File: src/rtl/scan_chain_ctrl.sv
// scan_chain_ctrl: drives a chain of scan_dff cells through one structural test.
//   A stimulus pattern is shifted in MSB first, one functional capture edge is
//   issued, and the captured response is shifted out of the chain tail. The
//   response is then compared against an expected vector.
//
// Ports:
//   clk        system clock, rising edge
//   rst        asynchronous active-low reset
//   start      begin one test (sampled only while idle)
//   pattern_in stimulus; bit k ends up in chain cell k (cell 0 = head)
//   expected   expected capture response, same indexing
//   scan_out   q of the chain tail cell
//   mode       to all cells: 1 = shift, 0 = functional/capture
//   scan_in    to the head cell scan_in
//   busy       high while the chain is being loaded, captured and unloaded
//   done       one-cycle pulse when a test completes
//   pass       captured == expected, valid from done until the next start
//   captured   response unloaded from the chain, held until the next start
module scan_chain_ctrl #(
  parameter int unsigned CHAIN_LEN = 8
) (
  input  logic                 clk,
  input  logic                 rst,
  input  logic                 start,
  input  logic [CHAIN_LEN-1:0] pattern_in,
  input  logic [CHAIN_LEN-1:0] expected,
  input  logic                 scan_out,
  output logic                 mode,
  output logic                 scan_in,
  output logic                 busy,
  output logic                 done,
  output logic                 pass,
  output logic [CHAIN_LEN-1:0] captured
);

  localparam int unsigned CntW = $clog2(CHAIN_LEN + 1);

  typedef enum logic [2:0] {
    StIdle,
    StLoad,
    StCapture,
    StUnload,
    StDone
  } state_e;

  state_e               state_q, state_d;
  logic [CntW-1:0]      cnt_q, cnt_d;
  // Only the bits still to be shifted after the first one are kept; the MSB
  // is presented on scan_in directly from pattern_in at the start edge.
  logic [CHAIN_LEN-2:0] pat_q, pat_d;
  logic [CHAIN_LEN-1:0] exp_q, exp_d;
  logic                 mode_q, mode_d;
  logic                 scan_in_q, scan_in_d;
  logic                 busy_q, busy_d;
  logic                 done_q, done_d;
  logic                 pass_q, pass_d;
  logic [CHAIN_LEN-1:0] cap_q, cap_d;

  logic [CHAIN_LEN-1:0] cap_shift;
  logic                 last_bit;

  assign cap_shift = {cap_q[CHAIN_LEN-2:0], scan_out};
  assign last_bit  = (cnt_q == CntW'(CHAIN_LEN - 1));

  always_comb begin
    state_d   = state_q;
    cnt_d     = cnt_q;
    pat_d     = pat_q;
    exp_d     = exp_q;
    mode_d    = mode_q;
    scan_in_d = scan_in_q;
    busy_d    = busy_q;
    done_d    = 1'b0;
    pass_d    = pass_q;
    cap_d     = cap_q;

    case (state_q)
      StIdle: begin
        mode_d    = 1'b0;
        scan_in_d = 1'b0;
        if (start) begin
          state_d   = StLoad;
          pat_d     = pattern_in[CHAIN_LEN-2:0];
          exp_d     = expected;
          mode_d    = 1'b1;
          scan_in_d = pattern_in[CHAIN_LEN-1];
          cnt_d     = '0;
          busy_d    = 1'b1;
          cap_d     = '0;
          pass_d    = 1'b0;
        end
      end

      StLoad: begin
        if (last_bit) begin
          state_d   = StCapture;
          mode_d    = 1'b0;
          scan_in_d = 1'b0;
          cnt_d     = '0;
        end else begin
          cnt_d     = cnt_q + CntW'(1);
          scan_in_d = pat_q[CHAIN_LEN-2];
          pat_d     = pat_q << 1;
        end
      end

      StCapture: begin
        // Single functional edge happens while mode is low; re-enter shift.
        state_d = StUnload;
        mode_d  = 1'b1;
        cnt_d   = '0;
      end

      StUnload: begin
        scan_in_d = 1'b0;
        cap_d     = cap_shift;
        if (last_bit) begin
          state_d = StDone;
          mode_d  = 1'b0;
          busy_d  = 1'b0;
          done_d  = 1'b1;
          pass_d  = (cap_shift == exp_q);
        end else begin
          cnt_d = cnt_q + CntW'(1);
        end
      end

      StDone: begin
        state_d = StIdle;
      end

      default: begin
        state_d = StIdle;
      end
    endcase
  end

  always_ff @(posedge clk or negedge rst) begin
    if (!rst) begin
      state_q   <= StIdle;
      cnt_q     <= '0;
      pat_q     <= '0;
      exp_q     <= '0;
      mode_q    <= 1'b0;
      scan_in_q <= 1'b0;
      busy_q    <= 1'b0;
      done_q    <= 1'b0;
      pass_q    <= 1'b0;
      cap_q     <= '0;
    end else begin
      state_q   <= state_d;
      cnt_q     <= cnt_d;
      pat_q     <= pat_d;
      exp_q     <= exp_d;
      mode_q    <= mode_d;
      scan_in_q <= scan_in_d;
      busy_q    <= busy_d;
      done_q    <= done_d;
      pass_q    <= pass_d;
      cap_q     <= cap_d;
    end
  end

  assign mode     = mode_q;
  assign scan_in  = scan_in_q;
  assign busy     = busy_q;
  assign done     = done_q;
  assign pass     = pass_q;
  assign captured = cap_q;

endmodule

File: config.mk
export PLATFORM = sky130hd
export DESIGN_NAME = scan_chain_ctrl
export DESIGN_NICKNAME = d
export VERILOG_FILES = /design/src/rtl/scan_chain_ctrl.sv
export SDC_FILE = /design/constraint.sdc
export NUM_CORES = 1
export LEC_CHECK = 0
export ABC_AREA = 1
export ABC_CLOCK_PERIOD_IN_PS = 2500
export CORE_MARGIN = 5
export CORE_UTILIZATION = 45
export CTS_BUF_LIST = sky130_fd_sc_hd__clkbuf_16
export DETAILED_ROUTE_END_ITERATION = 10
export GPL_TIMING_DRIVEN = 0
export HOLD_SLACK_MARGIN = 0.15
export PLACE_DENSITY = 0.7
export SLEW_MARGIN = 20
export SYNTH_ARGS = -nofsm -noshare
export SYNTH_HDL_FRONTEND = slang
export SYNTH_SLANG_ARGS = --single-unit
File: constraint.sdc
create_clock -name clk -period 2.5 [get_ports clk]
set_input_delay 0.5 -clock clk [delete_from_list [all_inputs] [get_ports clk]]
set_output_delay 0.5 -clock clk [all_outputs]
set_load 0.01 [all_outputs]
-- Word level (Yosys, flattened, before mapping)
Index checks and enable logic that the tools add are counted.
- register bits after elaboration: 35
- word-level logic and storage cells: 62
- input bits: 20
- output and inout bits: 13
- $add $sub $neg: 1
- equal/unequal tests: 11
- reduce and logical (&&, ||, !) cells: 14
- muxes and demuxes: 26
- operator list (kind ; number):
    4-bit case mux with 4 select lines ; 1
    8-bit case mux with 2 select lines ; 1
    7-bit 2-to-1 mux ; 2
    7-bit case mux with 2 select lines ; 1
    4-bit 2-to-1 mux ; 3
    3-bit case mux with 4 select lines ; 1
    3-bit AND reduction ; 4
    2-bit != test, second input constant ; 5
    1-bit 2-to-1 mux ; 9
    3-bit 2-to-1 mux ; 3
    8-bit == test ; 1
    8-bit 2-to-1 mux ; 1
    3-bit by 2-bit == test with 1-bit output, second input constant ; 2
    1-bit case mux with 3 select lines ; 2
    2-bit AND reduction ; 3
    3-bit nonzero test ; 2
    4-bit by 1-bit adder with 4-bit output, second input constant ; 1
    4-bit by 3-bit == test with 1-bit output, second input constant ; 1
    1-bit case mux with 2 select lines ; 2
    2-bit nonzero test ; 2
    4-bit nonzero test ; 1
    3-bit by 1-bit == test with 1-bit output, second input constant ; 1
    3-bit zero test ; 1
    2-bit by 1-bit != test with 1-bit output, second input constant ; 1
    2-bit OR reduction ; 1

-- Logic depth before layout (Yosys ltp)
- depth in word-level cells: 4
- gate-level depth with buffers: 8
- depth with buffers taken out: 8

-- Worst setup path before layout
Ideal clock, no wire load.
- path kind: register -> register
- start point: register cnt_q[0]
- end point: register pat_q[4]
- arrival: 1123 ps
- library setup time: 117 ps
- buffers on the path: 1
- required time: 2383 ps
- path slack: 1260 ps
- stages on the path, launching flop included: 8
- clock period less this slack: 1240 ps
- path through: dfrtp_1 -> ha_1 -> nand3_2 -> nor2_4 -> nor2_4 -> buf_8 -> nand2_1 -> o21ai_2
- longest elaborated chain between the ends: 3
- ends and longest elaborated chain (item ; RTL line ; RTL):
    start: declaration ; 47 ; logic [CntW-1:0] cnt_q, cnt_d;
    start signal: assignment ; 152 ; cnt_q <= cnt_d;
    4-bit by 3-bit == test with 1-bit output ; 63 ; assign last_bit = (cnt_q == CntW'(CHAIN_LEN - 1));
    2-bit != test (no source line) ; - ;
    3-bit AND reduction (no source line) ; - ;
    end signal: assignment ; 153 ; pat_q <= pat_d;
    end: declaration ; 50 ; logic [CHAIN_LEN-2:0] pat_q, pat_d;
Every way passes these cells.
A chain may end at the register's enable or synchronous reset.

-- Worst setup path in the final report
- start point: register cap_q[0] (netlist: captured[0])
- end point: output captured[0]
- RTL lines (item ; RTL line ; RTL):
    start: declaration ; 57 ; logic [CHAIN_LEN-1:0] cap_q, cap_d;
    start signal: assignment ; 160 ; cap_q <= cap_d;
    end: declaration ; 33 ; output logic [CHAIN_LEN-1:0] captured
No word-level cell between the ends.

==> flow_summary.ini <==
[finish]
final_cell_mix = nand2_1 (63), dfrtp_1 (35), clkdlybuf4s50_1 (31), inv_1 (24), nor2_1 (15)
drive_above_1_share = 0.190
layout_commonest_cell = nand2_1
n_fill_cell = 353
nets = 272
syn2layout_area_growth_pct = 30.5
antennaDiodeCount = 0

[worst_setup_path]
crit_arrival_ns = 1.22
r2r_cells = 8
critPathLaunchType = flop
reg2reg_slack_ns = 1.11
cp_num_buf_inv = 1
crit_required_ns = 2.00
critPathMaxStageDelay_ns = 0.55
crit_fanout = 3
crit_cells = 1
cpMaxStageDelayCell = clkdlybuf4s50_1
r2r_end = cnt_q[1]
worstSetupPathType = flop to primary output
r2r-start = cnt_q[1]
crit_chain = clkdlybuf4s50_1
crit_family = buffers and inverters
worstSetupEndpointType = primary output

[route]
drc = 0
detail_route.iter0.violations = 81
drt_first_pass_iters = 4
drtAntennaViolNets = 0
wirelength_microns = 3730
dr_total_vias = 1466
wl_per_cell_microns = 12.4
viasPerCell = 4.85

[sta]
hold_viol = 0
max_slew_margin = 0.771
rsz0062_at_grt = false
worst_slew_pin_slew_ns = 0.341
tns_ns = 0
setup_viol = 0
max_freq_mhz = 583
min_period_ns = 1.72
final.setup.worst_slack_ns = 0.784
clock_skew_ns = 0.00237
slew_violations = 0
min_period_over_period = 0.687

[clocking]
clk_pin_slew_ns = 0.05
cts_tree = done
cts_buffer_depth = 2
cts.sinks = 35
numCtsBuffers = 5
cts_root_buf = clkbuf_16
h-tree-depth = 2
clock_latency_ns = 0.27
post_cts_buffers = 0
postCtsResizedCells = 0

[logic_synthesis]
syn_area_per_cell_sq_um = 8.55
yosysWarnings = 0
ys_top_cells_by_area = dfrtp_1 (49%), nand2_1 (13%), inv_1 (5.0%)
netlist_area_sq_mm = 0.00180
synth_top_area_frac = 0.488
yosys.area.top_type = dfrtp_1
synthDistinctLibCells = 25
synthesis.nets = 231
netlist_instances = 210
ys_ff_latch = 35
yosysSeqAreaShare = 0.488

[placement]
dp_slack_ns = 0.599
hpwl_microns = 2670
buffer_ports.inserted = 32
gp_congestion = 0.766

[power_and_ir_drop]
power.density_mw_per_mm2 = 1220
ir_worst_vdd_uv = 650
leakage_nw = 1.15

[global_route]
grt_usage = 0.150
grt-ovfl-total = 0
grt_max_degree = 27
grt_pass1_wl_microns = 6080
antenna_found_initial = 0
first_global_vias = 1334

[worst_hold_path]
hold_start = mode
holdPathEnd = mode
hold_depth = 2
worstHoldPathType = flop to flop

[run_status]
status = finished, final reports clean

[flow_run]
drv_cap = 0

[die]
die-height_microns = 73.2
fp-row-count = 23
core_sq_mm = 0.00394
fp.dieW_microns = 73.2
num_io_pins = 33
start_util = 0.455
die_area_sq_mm = 0.00535
==> per-layer routing <==
metal,track usage,vias to the layer above,share of wire
li1,-,744,-
met1,0.203,685,0.46
met2,0.230,32,0.47
met3,0.0496,5,0.057
met4,0.0430,0,0.012
met5,0,-,0
==> tightest hold or removal path, cell delays in order, from the launching register on <==
cell and delay (ns):
dfrtp_1 0.34, o21ai_1 0.06, nand2_1 0.05
==> stage by stage <==
stage          instance area [sq um]  hold WS, ns   util  total power, mW  cells
2_1_floorplan                   1800        0.204      -             1.89    210
3_3_place_gp                    2180        0.465  0.553             2.25    292
3_5_place_dp                    2190        0.389  0.556             2.29    293
4_1_cts                         2340        0.495  0.594             2.90    302
5_1_grt                         2340        0.507  0.594             3.09    302
6_report                        2340        0.489  0.594             2.87    302
==> Yosys cell counts <==
library cell	n
a21oi_1	1
a21oi_2	7
a31oi_1	1
buf_6	2
buf_8	1
dfrtp_1	35
ha_1	1
inv_1	24
inv_2	4
inv_4	1
nand2_1	63
nand2_2	4
nand2_4	4
nand3_1	6
nand3_2	2
nor2_1	15
nor2_2	2
nor2_4	5
o211ai_1	1
o21ai_0	10
o21ai_1	6
o21ai_2	6
o22ai_1	6
xnor2_1	1
xor2_1	2
==> state kept, by name, summed over array words and instances (netlist names) <==
name      count
captured      8
exp_q         8
pat_q         7
cnt_q         4
state_q       3
busy          1
done          1
mode          1
pass          1
scan_in       1
==> timing repair <==
item	4_1_cts	5_1_grt
hold buffers	1	0
endpoints found under the hold margin	9	0
endpoints found under the setup margin	0	0
==> kinds of logic (layout without fill, tap and decap cells) <==
logic type / Yosys count / in the layout / synth area share
flops: 35 / 35 / 0.488
buf+inv: 32 / 74 / 0.0829
fa+ha+maj: 1 / 1 / 0.00697
compound gates: 38 / 38 / 0.139
simple gates: 101 / 101 / 0.268
xor+xnor: 3 / 3 / 0.0146
==> report_power, final <==
group | internal (mW) | switching (mW)
registers | 0.798 | 0.146
clock network | 0.363 | 0.223
logic | 0.566 | 0.773
total | 1.73 | 1.14
==> layout make-up <==
cell class | count | area (sq um) | area share
sequential | 35 | 876 | 0.374
buffer | 3 | 37.5 | 0.0160
multi-input combinational | 143 | 771 | 0.329
clock buffer | 5 | 125 | 0.0534
inverter | 29 | 111 | 0.0475
clock inverter | 3 | 15.0 | 0.00641
timing repair buffer | 34 | 345 | 0.147
tap | 50 | 62.6 | 0.0267
==> how the worst max path moves through the flow <==
stage	end	slack, ns	start
floorplan	pat_q[4]	1.26	cnt_q[0]
global placement	cnt_q[0]	0.14	rst
detailed placement	pat_q[5]	0.60	start
CTS	captured[0]	0.78	captured[0]
global route	captured[0]	0.73	captured[0]
finish	captured[0]	0.78	captured[0]
Power figures use the tool's default switching activity.
